## config.mk

```make
export PLATFORM = sky130hd
export DESIGN_NAME = uart_cmd_responder_flat
export DESIGN_NICKNAME = d
export VERILOG_FILES = /design/src/rtl/uart_cmd_responder_pkg.sv /design/src/rtl/uart_cmd_responder_if.sv /design/src/rtl/uart_cmd_responder.sv /design/src/flat_wrapper.sv
export SDC_FILE = /design/constraint.sdc
export NUM_CORES = 1
export LEC_CHECK = 0
export BUFFER_PORTS_ARGS = -buffer_cell sky130_fd_sc_hd__buf_2
export CAP_MARGIN = 0
export CELL_PAD_IN_SITES_DETAIL_PLACEMENT = 0
export CELL_PAD_IN_SITES_GLOBAL_PLACEMENT = 2
export CORE_ASPECT_RATIO = 0.8
export CORE_UTILIZATION = 34
export DETAILED_ROUTE_END_ITERATION = 16
export PLACE_DENSITY = 0.75
export SETUP_SLACK_MARGIN = 0.05
export SYNTH_ARGS = -nofsm -noshare
export SYNTH_HDL_FRONTEND = slang
export SYNTH_SLANG_ARGS = --single-unit
```

## constraint.sdc

```tcl
create_clock -name clock -period 2.3 [get_ports clock]
set_clock_uncertainty 0.15 [all_clocks]
set_input_delay 0.575 -clock clock [delete_from_list [all_inputs] [get_ports clock]]
set_output_delay 0.575 -clock clock [all_outputs]
set_load 0.02 [all_outputs]
```

## src/rtl/uart_cmd_responder_pkg.sv

```systemverilog
// Shared opcodes, response codes and FSM encoding
// for the UART command responder.
package uart_cmd_responder_pkg;

   localparam logic [7:0] OP_WR   = 8'h57;
   localparam logic [7:0] OP_RD   = 8'h52;
   localparam logic [7:0] RSP_ACK = 8'h06;
   localparam logic [7:0] RSP_NAK = 8'h15;

   typedef enum logic [2:0] {
      S_IDLE    = 3'd0,
      S_CAP_OP  = 3'd1,
      S_GET_ARG = 3'd2,
      S_CAP_ARG = 3'd3,
      S_BUS     = 3'd4,
      S_SEND    = 3'd5
   } state_t;

endpackage

```

## src/rtl/uart_cmd_responder_if.sv

```systemverilog
// RX FIFO read side, TX FIFO write side and register
// bus between the responder and its surroundings.
interface uart_cmd_responder_if;

   logic       rx_empty;
   logic       rx_rden;
   logic [7:0] rx_data;
   logic       tx_full;
   logic       tx_wren;
   logic [7:0] tx_data;
   logic       reg_wr;
   logic       reg_rd;
   logic [7:0] reg_addr;
   logic [7:0] reg_wdata;
   logic [7:0] reg_rdata;
   logic       reg_ack;

   modport master (
      input  rx_empty, rx_data, tx_full,
      input  reg_rdata, reg_ack,
      output rx_rden, tx_wren, tx_data,
      output reg_wr, reg_rd, reg_addr, reg_wdata
   );

   modport slave (
      output rx_empty, rx_data, tx_full,
      output reg_rdata, reg_ack,
      input  rx_rden, tx_wren, tx_data,
      input  reg_wr, reg_rd, reg_addr, reg_wdata
   );

endinterface

```

## src/rtl/uart_cmd_responder.sv

```systemverilog
// Byte command responder: pops W/R requests from the RX
// FIFO, runs one register bus cycle, pushes one reply.
module uart_cmd_responder
   import uart_cmd_responder_pkg::*;
#(
   parameter int unsigned TIMEOUT_CYCLES = 1000,
   parameter int          CNT_WIDTH      = 16
) (
   input  logic                 clock,
   input  logic                 reset_n,
   input  logic                 enable,
   uart_cmd_responder_if.master bus,
   output logic                 busy,
   output logic [7:0]           err_count
);

   localparam logic [CNT_WIDTH-1:0] C_TLAST =
      CNT_WIDTH'(TIMEOUT_CYCLES - 1);

   state_t               r_state;
   state_t               w_next;
   logic [CNT_WIDTH-1:0] r_timer;
   logic                 r_is_wr;
   logic                 r_argi;
   logic [7:0]           r_addr;
   logic [7:0]           r_wdata;
   logic [7:0]           r_resp;
   logic [7:0]           r_err;
   logic                 w_rden;
   logic                 w_wren;
   logic                 w_nak;
   logic                 w_tmo;
   logic                 w_op_ok;

   assign w_tmo   = (r_timer == C_TLAST);
   assign w_op_ok = (bus.rx_data == OP_WR) ||
                    (bus.rx_data == OP_RD);

   always_comb begin
      w_next = r_state;
      w_rden = 1'b0;
      w_wren = 1'b0;
      w_nak  = 1'b0;
      unique case (r_state)
         S_IDLE: begin
            if (enable && !bus.rx_empty) begin
               w_rden = 1'b1;
               w_next = S_CAP_OP;
            end
         end
         S_CAP_OP: begin
            if (w_op_ok) begin
               w_next = S_GET_ARG;
            end else begin
               w_nak  = 1'b1;
               w_next = S_SEND;
            end
         end
         S_GET_ARG: begin
            if (!bus.rx_empty) begin
               w_rden = 1'b1;
               w_next = S_CAP_ARG;
            end else if (w_tmo) begin
               w_nak  = 1'b1;
               w_next = S_SEND;
            end
         end
         S_CAP_ARG: begin
            w_next = (r_is_wr && !r_argi) ? S_GET_ARG : S_BUS;
         end
         S_BUS: begin
            if (bus.reg_ack) begin
               w_next = S_SEND;
            end else if (w_tmo) begin
               w_nak  = 1'b1;
               w_next = S_SEND;
            end
         end
         S_SEND: begin
            if (!bus.tx_full) begin
               w_wren = 1'b1;
               w_next = S_IDLE;
            end
         end
         default: w_next = S_IDLE;
      endcase
   end

   always_ff @(posedge clock or negedge reset_n) begin
      if (!reset_n) begin
         r_state <= S_IDLE;
         r_timer <= '0;
         r_is_wr <= 1'b0;
         r_argi  <= 1'b0;
         r_addr  <= 8'h00;
         r_wdata <= 8'h00;
         r_resp  <= 8'h00;
         r_err   <= 8'h00;
      end else begin
         r_state <= w_next;
         // timer restarts on every state change
         if (w_next != r_state) begin
            r_timer <= '0;
         end else if (r_state == S_GET_ARG ||
                      r_state == S_BUS) begin
            r_timer <= r_timer + CNT_WIDTH'(1);
         end
         if (r_state == S_CAP_OP) begin
            r_is_wr <= (bus.rx_data == OP_WR);
            r_argi  <= 1'b0;
         end
         if (r_state == S_CAP_ARG) begin
            if (!r_argi) r_addr <= bus.rx_data;
            else         r_wdata <= bus.rx_data;
            r_argi <= 1'b1;
         end
         if (w_nak) begin
            r_resp <= RSP_NAK;
         end else if (r_state == S_BUS && bus.reg_ack) begin
            r_resp <= r_is_wr ? RSP_ACK : bus.reg_rdata;
         end
         if (w_nak && r_err != 8'hFF) begin
            r_err <= r_err + 8'd1;
         end
      end
   end

   assign bus.rx_rden   = w_rden;
   assign bus.tx_wren   = w_wren;
   assign bus.tx_data   = r_resp;
   assign bus.reg_wr    = (r_state == S_BUS) && r_is_wr;
   assign bus.reg_rd    = (r_state == S_BUS) && !r_is_wr;
   assign bus.reg_addr  = r_addr;
   assign bus.reg_wdata = r_wdata;
   assign busy          = (r_state != S_IDLE);
   assign err_count     = r_err;

endmodule

```

## src/flat_wrapper.sv

```systemverilog
// flat-port wrapper written by rule: the top's interface ports become plain ports
module uart_cmd_responder_flat import uart_cmd_responder_pkg::*;
#(
   parameter int unsigned TIMEOUT_CYCLES = 1000,
   parameter int          CNT_WIDTH      = 16
)
  (clock, reset_n, enable, busy, err_count, bus_rx_empty, bus_rx_data, bus_tx_full, bus_reg_rdata, bus_reg_ack, bus_rx_rden, bus_tx_wren, bus_tx_data, bus_reg_wr, bus_reg_rd, bus_reg_addr, bus_reg_wdata);
  uart_cmd_responder_if bus_i ();
  input  logic clock;
  input  logic reset_n;
  input  logic enable;
  output logic busy;
  output logic [7:0] err_count;
  input wire logic [$bits(bus_i.rx_empty)-1:0] bus_rx_empty;
  input wire logic [$bits(bus_i.rx_data)-1:0] bus_rx_data;
  input wire logic [$bits(bus_i.tx_full)-1:0] bus_tx_full;
  input wire logic [$bits(bus_i.reg_rdata)-1:0] bus_reg_rdata;
  input wire logic [$bits(bus_i.reg_ack)-1:0] bus_reg_ack;
  output wire logic [$bits(bus_i.rx_rden)-1:0] bus_rx_rden;
  output wire logic [$bits(bus_i.tx_wren)-1:0] bus_tx_wren;
  output wire logic [$bits(bus_i.tx_data)-1:0] bus_tx_data;
  output wire logic [$bits(bus_i.reg_wr)-1:0] bus_reg_wr;
  output wire logic [$bits(bus_i.reg_rd)-1:0] bus_reg_rd;
  output wire logic [$bits(bus_i.reg_addr)-1:0] bus_reg_addr;
  output wire logic [$bits(bus_i.reg_wdata)-1:0] bus_reg_wdata;
  assign bus_i.rx_empty = bus_rx_empty;
  assign bus_i.rx_data = bus_rx_data;
  assign bus_i.tx_full = bus_tx_full;
  assign bus_i.reg_rdata = bus_reg_rdata;
  assign bus_i.reg_ack = bus_reg_ack;
  assign bus_rx_rden = bus_i.rx_rden;
  assign bus_tx_wren = bus_i.tx_wren;
  assign bus_tx_data = bus_i.tx_data;
  assign bus_reg_wr = bus_i.reg_wr;
  assign bus_reg_rd = bus_i.reg_rd;
  assign bus_reg_addr = bus_i.reg_addr;
  assign bus_reg_wdata = bus_i.reg_wdata;
  uart_cmd_responder #(.TIMEOUT_CYCLES(TIMEOUT_CYCLES), .CNT_WIDTH(CNT_WIDTH)) u_core (.clock(clock), .reset_n(reset_n), .enable(enable), .bus(bus_i), .busy(busy), .err_count(err_count));
endmodule
```

; After elaboration in Yosys (flattened, before gate mapping)
; Index checks and enable logic that the tools add are counted.
[op_classes]
addsub = 2
mul = 0
n_div = 0
order_cmp = 0
eq_ne = 10
n_shift = 0
muxes = 25
bitwise = 1
n_reduce_logical = 18
[ops]
columns = operator, n
row1 = two-way mux 16 bit, 2
row2 = two-way mux 8 bit, 3
row3 = two-way mux 3 bit, 7
row4 = one-hot mux 3 bit (6 select lines), 1
row5 = adder 16 x 1 -> 16 bit (second input constant), 1
row6 = == test 16 x 10 -> 1 bit (second input constant), 1
row7 = == test 8 x 7 -> 1 bit (second input constant), 2
row8 = two-way mux 1 bit, 10
row9 = adder 8 x 1 -> 8 bit (second input constant), 1
row10 = != test 8 bit (second input constant), 1
row11 = == test 3 x 2 -> 1 bit (second input constant), 2
row12 = == test 3 bit (second input constant), 2
row13 = logical AND 1 bit, 6
row14 = nonzero test 2 bit, 3
row15 = AND reduction 2 bit, 2
row16 = == test 3 x 1 -> 1 bit (second input constant), 1
row17 = zero test 1 bit, 3
row18 = zero test 3 bit, 1
row19 = != test 3 bit, 1
row20 = one-hot mux 1 bit (3 select lines), 1
row21 = nonzero test 3 bit, 1
row22 = logical OR 1 bit, 2
row23 = one-hot mux 1 bit (2 select lines), 1
row24 = NOT 1 bit, 1
[totals]
register_bits = 53
latch_bits = 0
mem_bits_rw = 0
mem_bits_ro = 0
output_inout_bits = 37
word_cells = 64
n_memories = 0

; Depth between registers and ports, before layout
; Gate-level depths: netlist (run 1).
[depth]
word_depth = 6
mapped_depth = 7

; Least setup slack after synthesis (run 1)
; OpenSTA, ideal clock, no wires.
[synth_timing]
kind = in2reg
startpoint = input bus_rx_data[5]
endpoint = register u_core.r_err[1] (netlist: u_core.err_count[1])
t_arrival_ps = 1727
slack_ps = 299
path_stages = 5
path_buffers = 0
cell_sequence = and4bb_2 -> a311oi_2 -> a31oi_4 -> nor2_1 -> mux2_2
[synth_between]
elab_chain_cells = 5
[synth_rtl]
columns = item, line
row1 = from (decl), flat_wrapper.sv:15  ; input wire logic [$bits(bus_i.rx_data)-1:0] bus_rx_data;
row2 = == test 8 x 7 -> 1 bit (on tied branches), "uart_cmd_responder.sv:36, uart_cmd_responder.sv:37"
row3 = logical OR 1 bit (*), uart_cmd_responder.sv:36  ; assign w_op_ok = (bus.rx_data == OP_WR) ||
row4 = two-way mux 1 bit (*), uart_cmd_responder.sv:52  ; if (w_op_ok) begin
row5 = one-hot mux 1 bit (3 select lines) (*), uart_cmd_responder.sv:44  ; unique case (r_state)
row6 = logical AND 1 bit (*), uart_cmd_responder.sv:122  ; if (w_nak && r_err != 8'hFF) begin
row7 = to (signal assigned), uart_cmd_responder.sv:123  ; r_err <= r_err + 8'd1;
row8 = to (decl), uart_cmd_responder.sv:28  ; logic [7:0] r_err;
; Mark *: on every way between the ends. The rest lies on a longest branch, timed or not.
; A chain may end at the register's enable or synchronous reset.

; Worst setup path after layout (run 1)
[layout_timing]
startpoint = register u_core.r_state[1]
endpoint = output bus_tx_wren
[layout_between]
elab_chain_cells = 2
[layout_rtl]
columns = item, line
row1 = from (decl), uart_cmd_responder.sv:20  ; state_t r_state;
row2 = from (signal assigned), uart_cmd_responder.sv:100  ; r_state <= w_next;
row3 = == test 3 bit, uart_cmd_responder.sv:44
row4 = two-way mux 1 bit, uart_cmd_responder.sv:44
row5 = to (decl), flat_wrapper.sv:20  ; output wire logic [$bits(bus_i.tx_wren)-1:0] bus_tx_wren;
; Every way passes these cells.

==> flow_summary.yaml, run 1 <==
logic_synthesis:
  synth-async-reset-ratio_pct: 100
  synthAdderAreaFrac_pct: 0.949
  synthCells: 235
  synth.distinct_cells: 51
  seq_area_frac_synth_pct: 50.3
  synth_compound_area_share_pct: 7.64
  syn-mean-instance-area_um2: 11.2
  synth_top_family_by_area: "simple AND/OR/NAND/NOR gates"
  synthMuxAreaShare_pct: 7.26
  ys_warn_count: 0
  syn_area_um2: 2640
  synth_edf_count: 0
  ys_ff_latch: 53
  synth_top_area_share_pct: 50.3
  yosys.area_share.simple_pct: 22.6
  ys_top_cells_by_area: "dfrtp_1, mux2_2, xor2_1"
  synth_xor_area_share_pct: 8.26
  synthFlopType: "dfrtp_1"
  synth_nets: 259
  synth_top_area_cell: "dfrtp_1"
global_routing:
  antenna_found_initial: 0
  grt_overflow: 0
  grt_pass1_wl_um: 9400
  first_global_vias: 1886
  grt_usage_pct: 14.7
  grt_max_degree: 54
floorplan:
  rows: 28
  die_w_um: 100
  start_util_pct: 35.3
  die_area_um2: 8110
  core_area_um2: 7460
  die_h_um: 80.8
  io_pins: 59
status:
  outcome: "finished, final reports clean"
layout:
  final_common_cell: "buf_2"
  drive_above_1_share_pct: 36.6
  area_delta_synth_final_pct: 21.9
  utilization_pct: 43.1
  fillCellCount: 760
  antennaDiodeCount: 0
  final_cell_mix: "buf_2, dfrtp_1, nor2_1"
  fin_nets: 326
pwr:
  p_per_area_nw_per_um2: 985
  leakage_nw: 1.46
  peakVddDrop_mv: 0.391
drt:
  ant_nets: 0
  first_pass_iters: 4
  drt-vias-per-instance: 4.70
  wl_per_cell_um: 13.6
  vias: 1917
  dr.first_iter.drc_count: 101
  route.detailed.drc: 0
  routed_wirelength_um: 5560
clocking:
  cts_made_buffers: 5
  cts_sinks: 53
  cts_tree: "built"
  cts-root-buf: "clkbuf_8"
  htreeDepth: 2
  clkTransAtPathRegs_ps: 100
  cts_setup_buffers: 0
  clk_latency_ps: 300
  cts_max_path_buffers: 2
worst_setup_path:
  worstSetupEndpointType: "output pin"
  reg2reg_depth: 7
  path_class: "reg -> out"
  cp-start-kind: "flip-flop"
  cp_max_fo: 9
  cp.required_ps: 1570
  worst_ep_arrival_time_ps: 1430
sta:
  slew_headroom_pct: 64.5
  maxSlewViolCount: 0
  hold_violations: 0
  rsz0062_at_grt: "false"
  fmax_mhz: 464
  post-route-min-period_ps: 2150
  post-route-period-util_pct: 93.6
  setup_viol: 0
  tns_ps: 0
  worst_pin_slew_ps: 531
job:
  max_cap_violations: 0
placed_design:
  globalplace.congestion: 0.684
  place_hpwl_um: 3920
  port_buffers: 58
hold_path:
  hold_class: "in -> async"
[cells in the mapped netlist, types with 5 or more instances]
| cell type | number |
|---|---|
| nor2_1 | 23 |
| xnor2_1 | 6 |
| nor3_1 | 7 |
| mux2_2 | 17 |
| xor2_1 | 17 |
| inv_1 | 6 |
| nor2b_1 | 8 |
| nand3_1 | 12 |
| a21oi_1 | 6 |
| nand2_1 | 13 |
| nor3b_1 | 5 |
| dfrtp_1 | 53 |
| nand4_1 | 6 |
| o21ai_0 | 5 |
[per-stage QoR]
stage | hold slack [ps] | power [mW] | std cells | instance area, µm² | worst slack [ps]
finish | 105 | 3.17 | 408 | 3210 | 147
global route | 120 | 3.40 | 408 | 3210 | 59.9
CTS | 108 | 3.21 | 408 | 3210 | 78.4
detailed placement | 328 | 2.66 | 400 | 3120 | 20.2
global placement | 320 | 2.66 | 400 | 3120 | 52.7
floorplan | 129 | 2.18 | 235 | 2640 | 299
[what timing repair did]
item,CTS,global route
setup endpoints to repair,1,3
hold buffers,0,0
pin swaps,0,0
hold endpoints to repair,0,0
gates resized for setup,1,2
[flip-flops by register name, summed over array words and instances (netlist names)]
signal                flops
u_core.err_count          8
u_core.bus.reg_wdata      8
u_core.r_state            3
u_core.bus.reg_addr       8
u_core.bus.tx_data        8
u_core.r_is_wr            1
u_core.r_argi             1
u_core.r_timer           16
[worst paths after layout]
check | end | from | slack (ps)
max | bus_tx_wren | u_core.r_state[1] | 150
min | u_core.r_timer[3] | reset_n | 100
max reg2reg | u_core.err_count[7] | u_core.r_timer[0] | 220
min reg2reg | u_core.err_count[6] | u_core.err_count[6] | 330
max in group asynchronous | u_core.r_state[2] | reset_n | 1640
min in group clock | u_core.err_count[6] | u_core.err_count[6] | 330
[worst max-delay path, cell delays in order (launching register included)]
cell and delay, ps:
dfrtp_2 490, nand2b_1 210, buf_4 170, nor2b_1 90, buf_2 170
[routing by layer]
metal	up-vias	GRT usage, %	part of all wire (%)
li1	961	-	-
met1	921	21.4	53
met2	33	22.1	43
met3	2	3.36	3.8
met4	0	3.91	0.47
met5	-	0	0
[area by class of cell]
class | instances | area [µm²] | area share, %
well taps | 105 | 131 | 4.09
flip-flops and latches | 53 | 1330 | 41.4
inverters | 6 | 22.5 | 0.701
clock inverters | 2 | 13.8 | 0.428
repair buffers | 69 | 410 | 12.8
multi-input cells | 167 | 1230 | 38.4
clock buffers | 6 | 72.6 | 2.26
[report_power, final]
part           internal (mW)  leakage (nW)  switching, mW
sequential              1.11         0.678          0.184
clock                  0.218        0.0456          0.309
combinational          0.552         0.739          0.789
total                   1.88          1.46           1.28
[logic make-up (layout without fill, tap and decap cells)]
| group | after synthesis | in the layout |
|---|---|---|
| AOI/OAI and AO/OA | 27 | 27 |
| xor gates and xnor gates | 24 | 24 |
| adders and majority gates | 2 | 2 |
| buffers and inverters | 15 | 83 |
| DFF | 53 | 53 |
| muxes | 17 | 17 |
| and+or+nand+nor | 97 | 97 |
Note: power is estimated with default switching activity, not from simulation.
==> run 2: changes to the inputs <==
--- a/config.mk
+++ b/config.mk
@@ -9,7 +9,7 @@
 export CAP_MARGIN = 0
 export CELL_PAD_IN_SITES_DETAIL_PLACEMENT = 0
 export CELL_PAD_IN_SITES_GLOBAL_PLACEMENT = 2
-export CORE_ASPECT_RATIO = 0.8
+export CORE_ASPECT_RATIO = 1.4
 export CORE_UTILIZATION = 34
 export DETAILED_ROUTE_END_ITERATION = 16
 export PLACE_DENSITY = 0.75
==> run 2 against run 1 <==
Non-clock buffer count increased by 1. Register-to-register slack about the same. Power increased by 3.7%. Critical path type unchanged.
==> flow_summary.yaml, run 2 (synthesis gave the netlist of run 1 again) <==
status:
  outcome: "finished, final reports clean"
floorplan:
  core_area_um2: 7410
  die_h_um: 106
  die_area_um2: 8120
  io_pins: 59
  die_w_um: 76.4
  rows: 37
  start_util_pct: 35.6
layout:
  top_register: "u_core.r_timer"
  final_cell_count_no_fill: 401
  fillCellCount: 763
  multiInputGateArea_um2: 1240
  area_delta_synth_final_pct: 22.8
  fin_nets: 327
  utilization_pct: 43.7
  largest_register_ffs: 16
  final_area_um2: 3240
  final_cell_mix: "buf_2, dfrtp_1, nor2_1"
  seq_area_um2: 1330
  drive_above_1_share_pct: 37.2
  final_common_cell: "buf_2"
  antennaDiodeCount: 0
sta:
  maxSlewViolCount: 0
  post-route-period-util_pct: 94.0
  setup_viol: 0
  worst_pin_slew_ps: 486
  hold_slack_ps: 62.5
  post-route-min-period_ps: 2160
  rsz0062_at_grt: "false"
  tns_ps: 0
  slew_headroom_pct: 67.6
  fmax_mhz: 463
  worst_slack_ps: 139
  hold_violations: 0
worst_setup_path:
  cp_max_fo: 8
  cp-start-kind: "flip-flop"
  worstSetupEndpointType: "output pin"
  cp.required_ps: 1570
  path_class: "reg -> out"
  worst_ep_arrival_time_ps: 1440
clocking:
  htreeDepth: 2
  cts_max_path_buffers: 2
  holdBufCountCts: 0
  cts_made_buffers: 5
  cts_sinks: 53
  clk_latency_ps: 310
  clkTransAtPathRegs_ps: 100
  cts-root-buf: "clkbuf_8"
  cts_tree: "built"
global_routing:
  grt_pass1_wl_um: 9470
  antenna_found_initial: 0
  first_global_vias: 1946
  grt_usage_pct: 14.9
  grt_overflow: 0
  grt_max_degree: 35
placed_design:
  placed_cells: 391
  place_hpwl_um: 4150
  place_area_um2: 3090
  globalplace.congestion: 0.691
  port_buffers: 58
  place_ws_ps: 75.2
hold_path:
  hold_class: "in -> async"
drt:
  ant_nets: 0
  route.detailed.drc: 0
  routed_wirelength_um: 5570
  first_pass_iters: 4
  vias: 1941
  drt-vias-per-instance: 4.84
  wl_per_cell_um: 13.9
  dr.first_iter.drc_count: 51
pwr:
  total_power_mw: 3.28
  peakVddDrop_mv: 0.376
  leakage_nw: 1.48
  p_per_area_nw_per_um2: 1010
job:
  max_cap_violations: 0
==> run 2: per-layer routing <==
layer  up-vias  track usage, %  routed length, µm
met1       933            18.1               2450
met3         5            3.52                237
met4         0            5.77                 93
met2        39            25.2               2790
met5         -               0                  0
li1        964               -                  -
==> run 2: report_power, final <==
part / switching (mW) / leakage [nW] / total (mW) / internal, mW
combinational: 0.797 / 0.743 / 1.34 / 0.544
clock: 0.313 / 0.0574 / 0.667 / 0.354
sequential: 0.161 / 0.678 / 1.27 / 1.11
total: 1.27 / 1.48 / 3.28 / 2.01
==> run 2: worst max-delay path, cell delays in order (launching register included) <==
cell      delay (ps)
dfrtp_2          480
nand2b_1         190
buf_4            160
nor2b_1          130
buf_4            160
==> run 2: area by class of cell <==
cell class                 instances  area share (%)
timing repair buffer              70            12.6
sequential                        53            41.1
clock buffer                       6            2.55
clock inverter                     2            1.16
tap                               97            3.75
inverter                           6           0.696
multi-input combinational        167            38.2
==> run 2: final timing paths <==
check                               startpoint             endpoint  slack, ps  cells past startpoint
setup / recovery             u_core.r_state[1]          bus_tx_wren        140                      4
hold / removal                         reset_n  u_core.err_count[3]         60                      1
setup reg to reg             u_core.r_timer[0]  u_core.err_count[1]        230                      6
hold reg to reg            u_core.err_count[7]  u_core.err_count[7]        330                      1
max in group asynchronous              reset_n    u_core.r_state[1]       1390                      2
min in group clock         u_core.err_count[7]  u_core.err_count[7]        330                      1
==> run 2: timing repair <==
action,4_1_cts,5_1_grt
resized for setup,2,2
hold endpoints to repair,0,0
setup buffers,1,1
endpoints found under the setup margin,2,2
